<file path="config.mk">
export PLATFORM = sky130hd
export DESIGN_NAME = flag_cond_resolver
export DESIGN_NICKNAME = d
export VERILOG_FILES = /design/src/rtl/flag_pkg.sv /design/src/rtl/flag_cond_eval.sv /design/src/rtl/flag_cond_resolver.sv
export SDC_FILE = /design/constraint.sdc
export NUM_CORES = 1
export LEC_CHECK = 0
export CAP_MARGIN = 20
export CORE_AREA = 2 2 68 70
export DETAILED_ROUTE_END_ITERATION = 16
export DIE_AREA = 0 0 70 72
export GPL_ROUTABILITY_DRIVEN = 0
export GPL_TIMING_DRIVEN = 0
export SYNTH_ARGS = -nofsm -noshare
export SYNTH_HDL_FRONTEND = slang
export SYNTH_HIERARCHICAL = 1
export SYNTH_SLANG_ARGS = --single-unit
export TNS_END_PERCENT = 30
</file>
<file path="constraint.sdc">
create_clock -name clk -period 2.5 [get_ports clk]
set_input_delay 0.5 -clock clk [delete_from_list [all_inputs] [get_ports clk]]
set_output_delay 0.5 -clock clk [all_outputs]
set_load 0.01 [all_outputs]
</file>
<file path="src/rtl/flag_pkg.sv">
`default_nettype none
// +----------------------------------------------------------------------------+
// | Module   : flag_pkg                                                        |
// | Brief    : Shared types for the flag condition resolver: condition codes,  |
// |            status-flag layout and flag width.                              |
// | Revision : 1.0 - initial release                                           |
// +----------------------------------------------------------------------------+
package flag_pkg;

    localparam int FLAGS_W = 4;

    typedef enum logic [3:0] {
        EQ = 4'h0, NE = 4'h1, CS = 4'h2, CC = 4'h3,
        MI = 4'h4, PL = 4'h5, VS = 4'h6, VC = 4'h7,
        HI = 4'h8, LS = 4'h9, GE = 4'hA, LT = 4'hB,
        GT = 4'hC, LE = 4'hD, AL = 4'hE, NV = 4'hF
    } cond_e;

    typedef struct packed {
        logic o;
        logic s;
        logic z;
        logic c;
    } flags_t;

endpackage
`default_nettype wire

</file>
<file path="src/rtl/flag_cond_eval.sv">
`default_nettype none
// +----------------------------------------------------------------------------+
// | Module   : flag_cond_eval                                                  |
// | Brief    : Combinational evaluation of a 4-bit condition code against a    |
// |            set of status flags.                                            |
// | Revision : 1.0 - initial release                                           |
// +----------------------------------------------------------------------------+
module flag_cond_eval
    import flag_pkg::*;
(
    input  flags_t i_flags,
    input  cond_e  i_cond,
    output logic   o_taken
);

    logic w_ge;

    assign w_ge = (i_flags.s == i_flags.o);

    always_comb begin
        o_taken = 1'b0;
        case (i_cond)
            EQ:      o_taken = i_flags.z;
            NE:      o_taken = !i_flags.z;
            CS:      o_taken = i_flags.c;
            CC:      o_taken = !i_flags.c;
            MI:      o_taken = i_flags.s;
            PL:      o_taken = !i_flags.s;
            VS:      o_taken = i_flags.o;
            VC:      o_taken = !i_flags.o;
            HI:      o_taken = i_flags.c & !i_flags.z;
            LS:      o_taken = !i_flags.c | i_flags.z;
            GE:      o_taken = w_ge;
            LT:      o_taken = !w_ge;
            GT:      o_taken = !i_flags.z & w_ge;
            LE:      o_taken = i_flags.z | !w_ge;
            AL:      o_taken = 1'b1;
            NV:      o_taken = 1'b0;
            default: o_taken = 1'b0;
        endcase
    end

endmodule
`default_nettype wire

</file>
<file path="src/rtl/flag_cond_resolver.sv">
`default_nettype none
// +----------------------------------------------------------------------------+
// | Module   : flag_cond_resolver                                              |
// | Brief    : Latches ALU C/Z/S/O flags into a status register, resolves      |
// |            branch condition codes over a 1-stage valid/ready pipe and      |
// |            keeps a save/restore stack of flag snapshots.                   |
// |            Optional: FLAG_FWD_EN forwards same-cycle flag updates into     |
// |            evaluation instead of stalling requests.                        |
// | Revision : 1.0 - initial release                                           |
// +----------------------------------------------------------------------------+
module flag_cond_resolver
    import flag_pkg::*;
#(
    parameter int STACK_DEPTH = 4,
    parameter int TAG_W       = 4
)(
    input  logic               clk,
    input  logic               rst,
    input  logic               flag_we,
    input  logic               c_in,
    input  logic               z_in,
    input  logic               s_in,
    input  logic               o_in,
    input  logic               req_valid,
    output logic               req_ready,
    input  logic [3:0]         req_cond,
    input  logic [TAG_W-1:0]   req_tag,
    output logic               res_valid,
    input  logic               res_ready,
    output logic               res_taken,
    output logic [TAG_W-1:0]   res_tag,
    input  logic               push,
    input  logic               pop,
    output logic [FLAGS_W-1:0] flags_out,
    output logic               stk_err
);

    localparam int                IDX_W       = $clog2(STACK_DEPTH);
    localparam int                CNT_W       = IDX_W + 1;
    localparam logic [CNT_W-1:0]  c_CNT_FULL  = CNT_W'(STACK_DEPTH);
    localparam logic [CNT_W-1:0]  c_CNT_EMPTY = '0;
    localparam logic [IDX_W-1:0]  c_IDX_ONE   = IDX_W'(1);
    localparam logic [0:0]        c_ST_EMPTY  = 1'b0;
    localparam logic [0:0]        c_ST_FULL   = 1'b1;

    flags_t           r_flags;
    flags_t           r_stack [STACK_DEPTH];
    logic [CNT_W-1:0] r_count;
    logic             r_stk_err;
    logic [0:0]       r_state;
    logic [0:0]       w_state_nxt;
    logic             r_res_taken;
    logic [TAG_W-1:0] r_res_tag;

    flags_t           w_flags_in;
    flags_t           w_stack_top;
    flags_t           w_eval_flags;
    logic [IDX_W-1:0] w_top_idx;
    logic             w_push_ok;
    logic             w_pop_ok;
    logic             w_stk_fault;
    logic             w_accept;
    logic             w_taken;

    assign w_flags_in  = {o_in, s_in, z_in, c_in};
    // Low index bits wrap correctly even when the stack is full.
    assign w_top_idx   = r_count[IDX_W-1:0] - c_IDX_ONE;
    assign w_stack_top = r_stack[w_top_idx];

    assign w_push_ok   = push & !pop & (r_count != c_CNT_FULL);
    assign w_pop_ok    = pop & !push & (r_count != c_CNT_EMPTY);
    assign w_stk_fault = (push & pop)
                       | (push & (r_count == c_CNT_FULL))
                       | (pop  & (r_count == c_CNT_EMPTY));

`ifdef FLAG_FWD_EN
    assign req_ready    = (r_state == c_ST_EMPTY) | res_ready;
    assign w_eval_flags = flag_we  ? w_flags_in  :
                          w_pop_ok ? w_stack_top : r_flags;
`else
    // Requests stall for a cycle while the status register is being rewritten.
    assign req_ready    = ((r_state == c_ST_EMPTY) | res_ready) & !flag_we & !pop;
    assign w_eval_flags = r_flags;
`endif

    assign w_accept = req_valid & req_ready;

    flag_cond_eval u_eval (
        .i_flags (w_eval_flags),
        .i_cond  (cond_e'(req_cond)),
        .o_taken (w_taken)
    );

    always_ff @(posedge clk) begin
        if (rst) begin
            r_flags   <= '0;
            r_count   <= c_CNT_EMPTY;
            r_stk_err <= 1'b0;
        end else begin
            if (flag_we)
                r_flags <= w_flags_in;
            else if (w_pop_ok)
                r_flags <= w_stack_top;

            if (w_push_ok)
                r_count <= r_count + CNT_W'(1);
            else if (w_pop_ok)
                r_count <= r_count - CNT_W'(1);

            if (w_stk_fault)
                r_stk_err <= 1'b1;
        end
    end

    // Snapshot storage has no reset; the count alone defines what is live.
    always_ff @(posedge clk) begin
        if (!rst && w_push_ok)
            r_stack[r_count[IDX_W-1:0]] <= r_flags;
    end

    always_ff @(posedge clk) begin
        if (rst)
            r_state <= c_ST_EMPTY;
        else
            r_state <= w_state_nxt;
    end

    always_comb begin
        w_state_nxt = r_state;
        case (r_state)
            c_ST_EMPTY: if (w_accept)               w_state_nxt = c_ST_FULL;
            c_ST_FULL:  if (!w_accept && res_ready) w_state_nxt = c_ST_EMPTY;
            default:                                w_state_nxt = c_ST_EMPTY;
        endcase
    end

    always_ff @(posedge clk) begin
        if (rst) begin
            r_res_taken <= 1'b0;
            r_res_tag   <= '0;
        end else if (w_accept) begin
            r_res_taken <= w_taken;
            r_res_tag   <= req_tag;
        end
    end

    assign res_valid = (r_state == c_ST_FULL);
    assign res_taken = r_res_taken;
    assign res_tag   = r_res_tag;
    assign flags_out = r_flags;
    assign stk_err   = r_stk_err;

endmodule
`default_nettype wire

</file>
## Yosys cells after proc, flatten, opt, wreduce, memory -nomap -nowiden

Memory sizes are Yosys's and may differ from the RTL's.
Index checks and enable logic that the tools add are counted.

| storage, ports and cells | value |
|---|---|
| output and inout bits | 12 |
| register bits | 14 |
| logic and storage cells | 76 |
| latch bits | 0 |
| bits in writable memories | 16 |
| memories kept | 1 |
| input bits | 19 |
| ROM bits | 0 |

Memories:

| name | depth | width | read ports | clocked after Yosys merged registers in | write ports | line | text |
|---|---|---|---|---|---|---|---|
| r_stack | 4 | 4 | 1 | 0 | 1 | flag_cond_resolver.sv:47 | `flags_t r_stack [STACK_DEPTH];` |

| operators by class | value |
|---|---|
| multipliers | 0 |
| multiplexer cells | 10 |
| bitwise operators | 18 |
| div/mod/pow operators | 0 |
| reduce and logical (&&, ||, !) cells | 17 |
| $add $sub $neg | 3 |
| shifts and indexed selects | 0 |
| eq/ne operators | 18 |
| $lt $le $gt $ge | 0 |

Operator list:

| cell | count |
|---|---|
| 4-bit == test (second input constant) | 8 |
| 4-bit by 3-bit == test with 1-bit output (second input constant) | 4 |
| 1-bit case mux with 16 select lines | 1 |
| 1-bit AND | 12 |
| 1-bit zero test | 10 |
| 4-bit by 2-bit == test with 1-bit output (second input constant) | 2 |
| 4-bit 2-to-1 mux | 2 |
| 3-bit 2-to-1 mux | 2 |
| 1-bit bitwise OR | 5 |
| 4-bit by 1-bit == test with 1-bit output (second input constant) | 1 |
| 4-bit zero test | 1 |
| 1-bit 2-to-1 mux | 4 |
| 2-bit nonzero test | 2 |
| 3-bit by 1-bit adder with 3-bit output (second input constant) | 1 |
| 3-bit == test (second input constant) | 1 |
| 3-bit zero test | 1 |
| 3-bit != test (second input constant) | 1 |
| 3-bit nonzero test | 1 |
| 3-bit by 1-bit subtractor with 3-bit output (second input constant) | 1 |
| 1-bit logical AND | 2 |
| 1-bit case mux with 2 select lines | 1 |
| 2-bit by 1-bit subtractor with 2-bit output (second input constant) | 1 |
| 1-bit == test | 1 |
| 1-bit inverter | 1 |

## Longest topological paths before layout

| depth | value |
|---|---|
| depth in word-level cells | 9 |
| gate-level depth with buffers | 11 |
| gate-level depth less buffers | 10 |

## By module

Netlist, hierarchy kept.

Modules (own cells, without submodules):

| module | area an instance (um^2) | sequential area each (um^2) | times used | cells an instance |
|---|---|---|---|---|
| flag_cond_resolver | 1302.5 | 760.7 | 1 | 110 |
| flag_cond_eval | 155.1 | 0.0 | 1 | 23 |

## Least setup slack after synthesis

OpenSTA, ideal clock, no wires.

| timing | value |
|---|---|
| path kind | reg2reg |
| start point | register r_count[0] |
| end point | register r_count[2] |
| clock period less this slack | 2.429 ns |
| path buffers | 1 |
| library setup time | 0.079 ns |
| path slack | 0.071 ns |
| data arrival time | 2.349 ns |
| stages on the path, launching flop included | 12 |
| required time | 2.421 ns |
| path through | dfxtp_1 -> buf_2 -> inv_1 -> ha_1 -> a21oi_1 -> nand2_1 -> xnor2_1 -> ha_1 -> or4b_1 -> o21ai_1 -> nor2_1 -> a211oi_2 |

| between the ends | value |
|---|---|
| longest elaborated chain between the ends | 3 |
| elaborated cells between the ends (all ways) | 9 |
| those cells by class | add/sub: 2; eq/ne: 1; mux: 2; bitwise: 2; reduce/logical: 2 |

RTL lines:

| item | line | text |
|---|---|---|
| start: declaration | flag_cond_resolver.sv:48 | `logic [CNT_W-1:0] r_count;` |
| start signal: assignment | flag_cond_resolver.sv:97 | `r_count <= c_CNT_EMPTY;` |
| start signal: assignment | flag_cond_resolver.sv:106 | `r_count <= r_count + CNT_W'(1);` |
| start signal: assignment | flag_cond_resolver.sv:108 | `r_count <= r_count - CNT_W'(1);` |
| 3-bit by 1-bit subtractor with 3-bit output, or another cell as far along | flag_cond_resolver.sv:108 |  |
| 3-bit 2-to-1 mux, or another cell as far along | flag_cond_resolver.sv:107 | `else if (w_pop_ok)` |
| 3-bit 2-to-1 mux or 2-bit nonzero test (tied branches) | n/a |  |

Parallel ways exist; a longest one is shown, timed or not. The select of a mux whose other input is x is not followed.
A chain may end at the register's enable or synchronous reset.

## Worst setup path in the final report

Ends and elaborated chain as after synthesis.

==> metrics <==
status=finished, final reports clean; maximum VDD drop=0.266 mV; Final Cell Area=between 1500 and 2000 um2; DIE HEIGHT=72 um; std cell rows=24; Max-slew headroom=0.676; Syn Nets=157; CP max stage cell=or4b_1; drt wl/cell=13.9 um; Achievable Freq=about 420 MHz; Nets=193; synth-to-layout area growth=33.4%; CP Data Arrival Time=2.59 ns; hold endpoint=res_taken$_SDFFE_PP0P_; largest family of logic cells by synthesized area=simple AND/OR/NAND/NOR gates; initial antenna violation count=0; io pins=31; antenna viol nets, final=0; worst-path fanout max=9; initial DRC count=37; Syn. warnings=6; HP Start=res_taken$_SDFFE_PP0P_; drt first pass iters=4; CTS HTree Levels=2; Leak=0.716 nW; Unique masters post-synth=34; Mapped Area=1460 um2; Starting Density=0.342; mux cell area share after synthesis=0.111; Synth Register Bits=30; CP bufs+invs=2; Core Footprint=4260 um2; total wire length=3090 um; CTS Root Cell=clkbuf_8; Power Total=1.33 mW; slowest stage delay, CP=a little under 0.5 ns; Syn Area/Cell=11.0 um2; Post-Synth Adder-Cell Area=0.0429; crit path time final=2.39 ns; HPWL after DPL=~2200 um; worst path cell trace=buf_12 -> clkinvlp_4 -> ha_4 -> a21oi_2 -> nand2_1 -> xnor2_1 -> ha_1 -> or4b_1 -> o21ai_1 -> nor2_1 -> a211oi_2; crit path kind=reg2reg; chip width=70 um; hold path cells=2; Worst-Margin Slew=0.485 ns; Worst setup SP type=register; vias in the first global route=roughly 1000; Synth Area in Simple Gates=0.156; commonest non-fill, non-tap cell in the layout=clkdlybuf4s50_1; GR Util All Layers=0.121; compound-gate portion of the synthesized area=0.108; FILL cells=409; largest net degree at the start of global routing=11; sequential element share of the synthesized area=0.522; ratio of cells with drive above 1 in the final layout=0.100; port bufs=28; Reg2Reg Depth=11; Gate Count Post-Synth=roughly 130; worst r2r src=r_count[0]$_SDFFE_PP0P_; vias per cell=5.09; Remaining Overflow, GRT=0; Setup Skew=0.00717 ns; CTS tree=yes; global-route wire length before repair=4760 um; DP Area=around 1800 um2; DRC viols=0; WP data required=roughly 2.7 ns; FF-to-FF End=r_count[2]$_SDFFE_PP0P_; endpoints failing setup=0; Tightest Hold Check Type=reg2reg; max cap viols=0; Stages on worst setup path=11; delay-heaviest family, CP=simple AND/OR/NAND/NOR gates; Clk Latency, worst-skew pair=roughly 0.28 ns; Worst setup EP type=register; final hold vios=0; total number of vias=1129; Final period util=0.955; most frequent cells in the layout=28 x clkdlybuf4s50_1, 21 x nor2_1, 16 x edfxtp_1, 15 x mux2i_1, 13 x dfxtp_1; number of buffers created by CTS=5; Worst-path clk slew=0.07 ns; Post-Synth XOR/XNOR Area=0.0361; clk sinks=30; R2R Setup Slk=0.11 ns; Layout Utilization=0.456; Max Slew Vio Count=0; die area=5040 um2; clock tree buffer depth=2; pwr/cell area=685 nW/um2; diode count=0
per-stage QoR:
| stage | hold slack (ns) | instances | worst slack (ns) | TNS [ns] |
|---|---|---|---|---|
| after global routing | 0.532 | 222 | -0.0119 | -0.0119 |
| after detailed placement | 0.481 | 213 | -0.233 | -0.233 |
| after global placement | 0.466 | 213 | -0.169 | -0.169 |
| after CTS | 0.507 | 221 | 0.0628 | 0 |
| final | 0.500 | 222 | 0.111 | 0 |
| after floorplan | 0.495 | 133 | 0.0714 | 0 |
worst register-to-register path, delay by kind of cell (launching register included):
family	cells	cell delay (ns)
simple gates	3	0.65
compound gates	3	0.49
fa+ha+maj	2	0.40
flops	1	0.37
buf+inv	2	0.26
xor+xnor	1	0.14
sequential cells by signal (all words and copies together), names as in the netlist:
register	cells
res_valid	1
stk_err	1
r_stack	16
r_count	3
res_tag	4
res_taken	1
flags_out	4
cell usage after synthesis:
cell | number | area share
a21oi_1 | 6 | 0.021
mux2i_1 | 15 | 0.10
or4b_1 | 1 | 0.0069
a22oi_1 | 1 | 0.0052
nand2_1 | 1 | 0.0026
a211oi_1 | 1 | 0.0052
dfxtp_1 | 14 | 0.19
o22a_1 | 1 | 0.0060
a2111oi_1 | 1 | 0.0069
clkbuf_1 | 3 | 0.0077
buf_4 | 1 | 0.0052
nand3_1 | 1 | 0.0034
o21ai_0 | 2 | 0.0069
mux2_2 | 1 | 0.0077
a2111oi_0 | 4 | 0.024
a21o_1 | 1 | 0.0052
nor3_1 | 9 | 0.031
xnor2_1 | 3 | 0.018
nand2b_1 | 4 | 0.017
nor2_1 | 21 | 0.054
o21ai_1 | 1 | 0.0034
xor2_1 | 3 | 0.018
nand3b_1 | 1 | 0.0052
nor4b_1 | 1 | 0.0060
inv_1 | 3 | 0.0077
nor2b_1 | 2 | 0.0086
ha_1 | 5 | 0.043
o22ai_1 | 1 | 0.0043
a211oi_2 | 1 | 0.0086
edfxtp_1 | 16 | 0.33
and2_1 | 5 | 0.021
a221oi_1 | 1 | 0.0060
buf_2 | 1 | 0.0034
a311oi_1 | 1 | 0.0060
layer usage:
layer,GRT usage,vias to the layer above,wire length [um]
li1,-,561,-
met1,0.142,521,1410
met4,0.0385,0,27
met2,0.208,43,1460
met5,0,-,0
met3,0.0458,4,190
cells by family (layout without fill, tap and decap cells):
group                      Yosys count  count (layout)
and+or+nand+nor                     46              46
DFF                                 30              30
AOI/OAI and AO/OA                   22              22
muxes                               16              16
buffers and inverters                8              45
xor gates and xnor gates             6               6
adders and majority gates            5               5
worst max path at each step:
| stage | start | endpoint | slack, ns |
|---|---|---|---|
| floorplan | r_count[0]$_SDFFE_PP0P_ | r_count[2]$_SDFFE_PP0P_ | 0.07 |
| global placement | r_count[0]$_SDFFE_PP0P_ | r_count[2]$_SDFFE_PP0P_ | -0.17 |
| detailed placement | r_count[0]$_SDFFE_PP0P_ | r_count[2]$_SDFFE_PP0P_ | -0.23 |
| CTS | r_count[0]$_SDFFE_PP0P_ | r_count[2]$_SDFFE_PP0P_ | 0.06 |
| global route | r_count[0]$_SDFFE_PP0P_ | r_count[2]$_SDFFE_PP0P_ | -0.01 |
| finish | r_count[0]$_SDFFE_PP0P_ | r_count[2]$_SDFFE_PP0P_ | 0.11 |
repair_timing:
item	4_1_cts	5_1_grt
endpoints found under the setup margin	1	1
buffers inserted	0	1
hold buffers	0	0
gates resized for setup	5	5
where the power goes:
part	internal, mW	total (mW)	switching (mW)
combinational	0.174	0.335	0.161
sequential	0.559	0.597	0.0387
clock	0.221	0.399	0.178
total	0.953	1.33	0.378
area by class of cell:
class / instances / area (um2) / area share
sequential: 30 / 764 / 0.393
multi-input combinational: 95 / 678 / 0.349
timing repair buffer: 29 / 288 / 0.148
clock buffer: 6 / 82.6 / 0.0425
tap: 52 / 65.1 / 0.0335
buffer: 5 / 38.8 / 0.0199
inverter: 3 / 15.0 / 0.00772
clock inverter: 2 / 12.5 / 0.00644
Note: power is estimated with default switching activity, not from simulation.
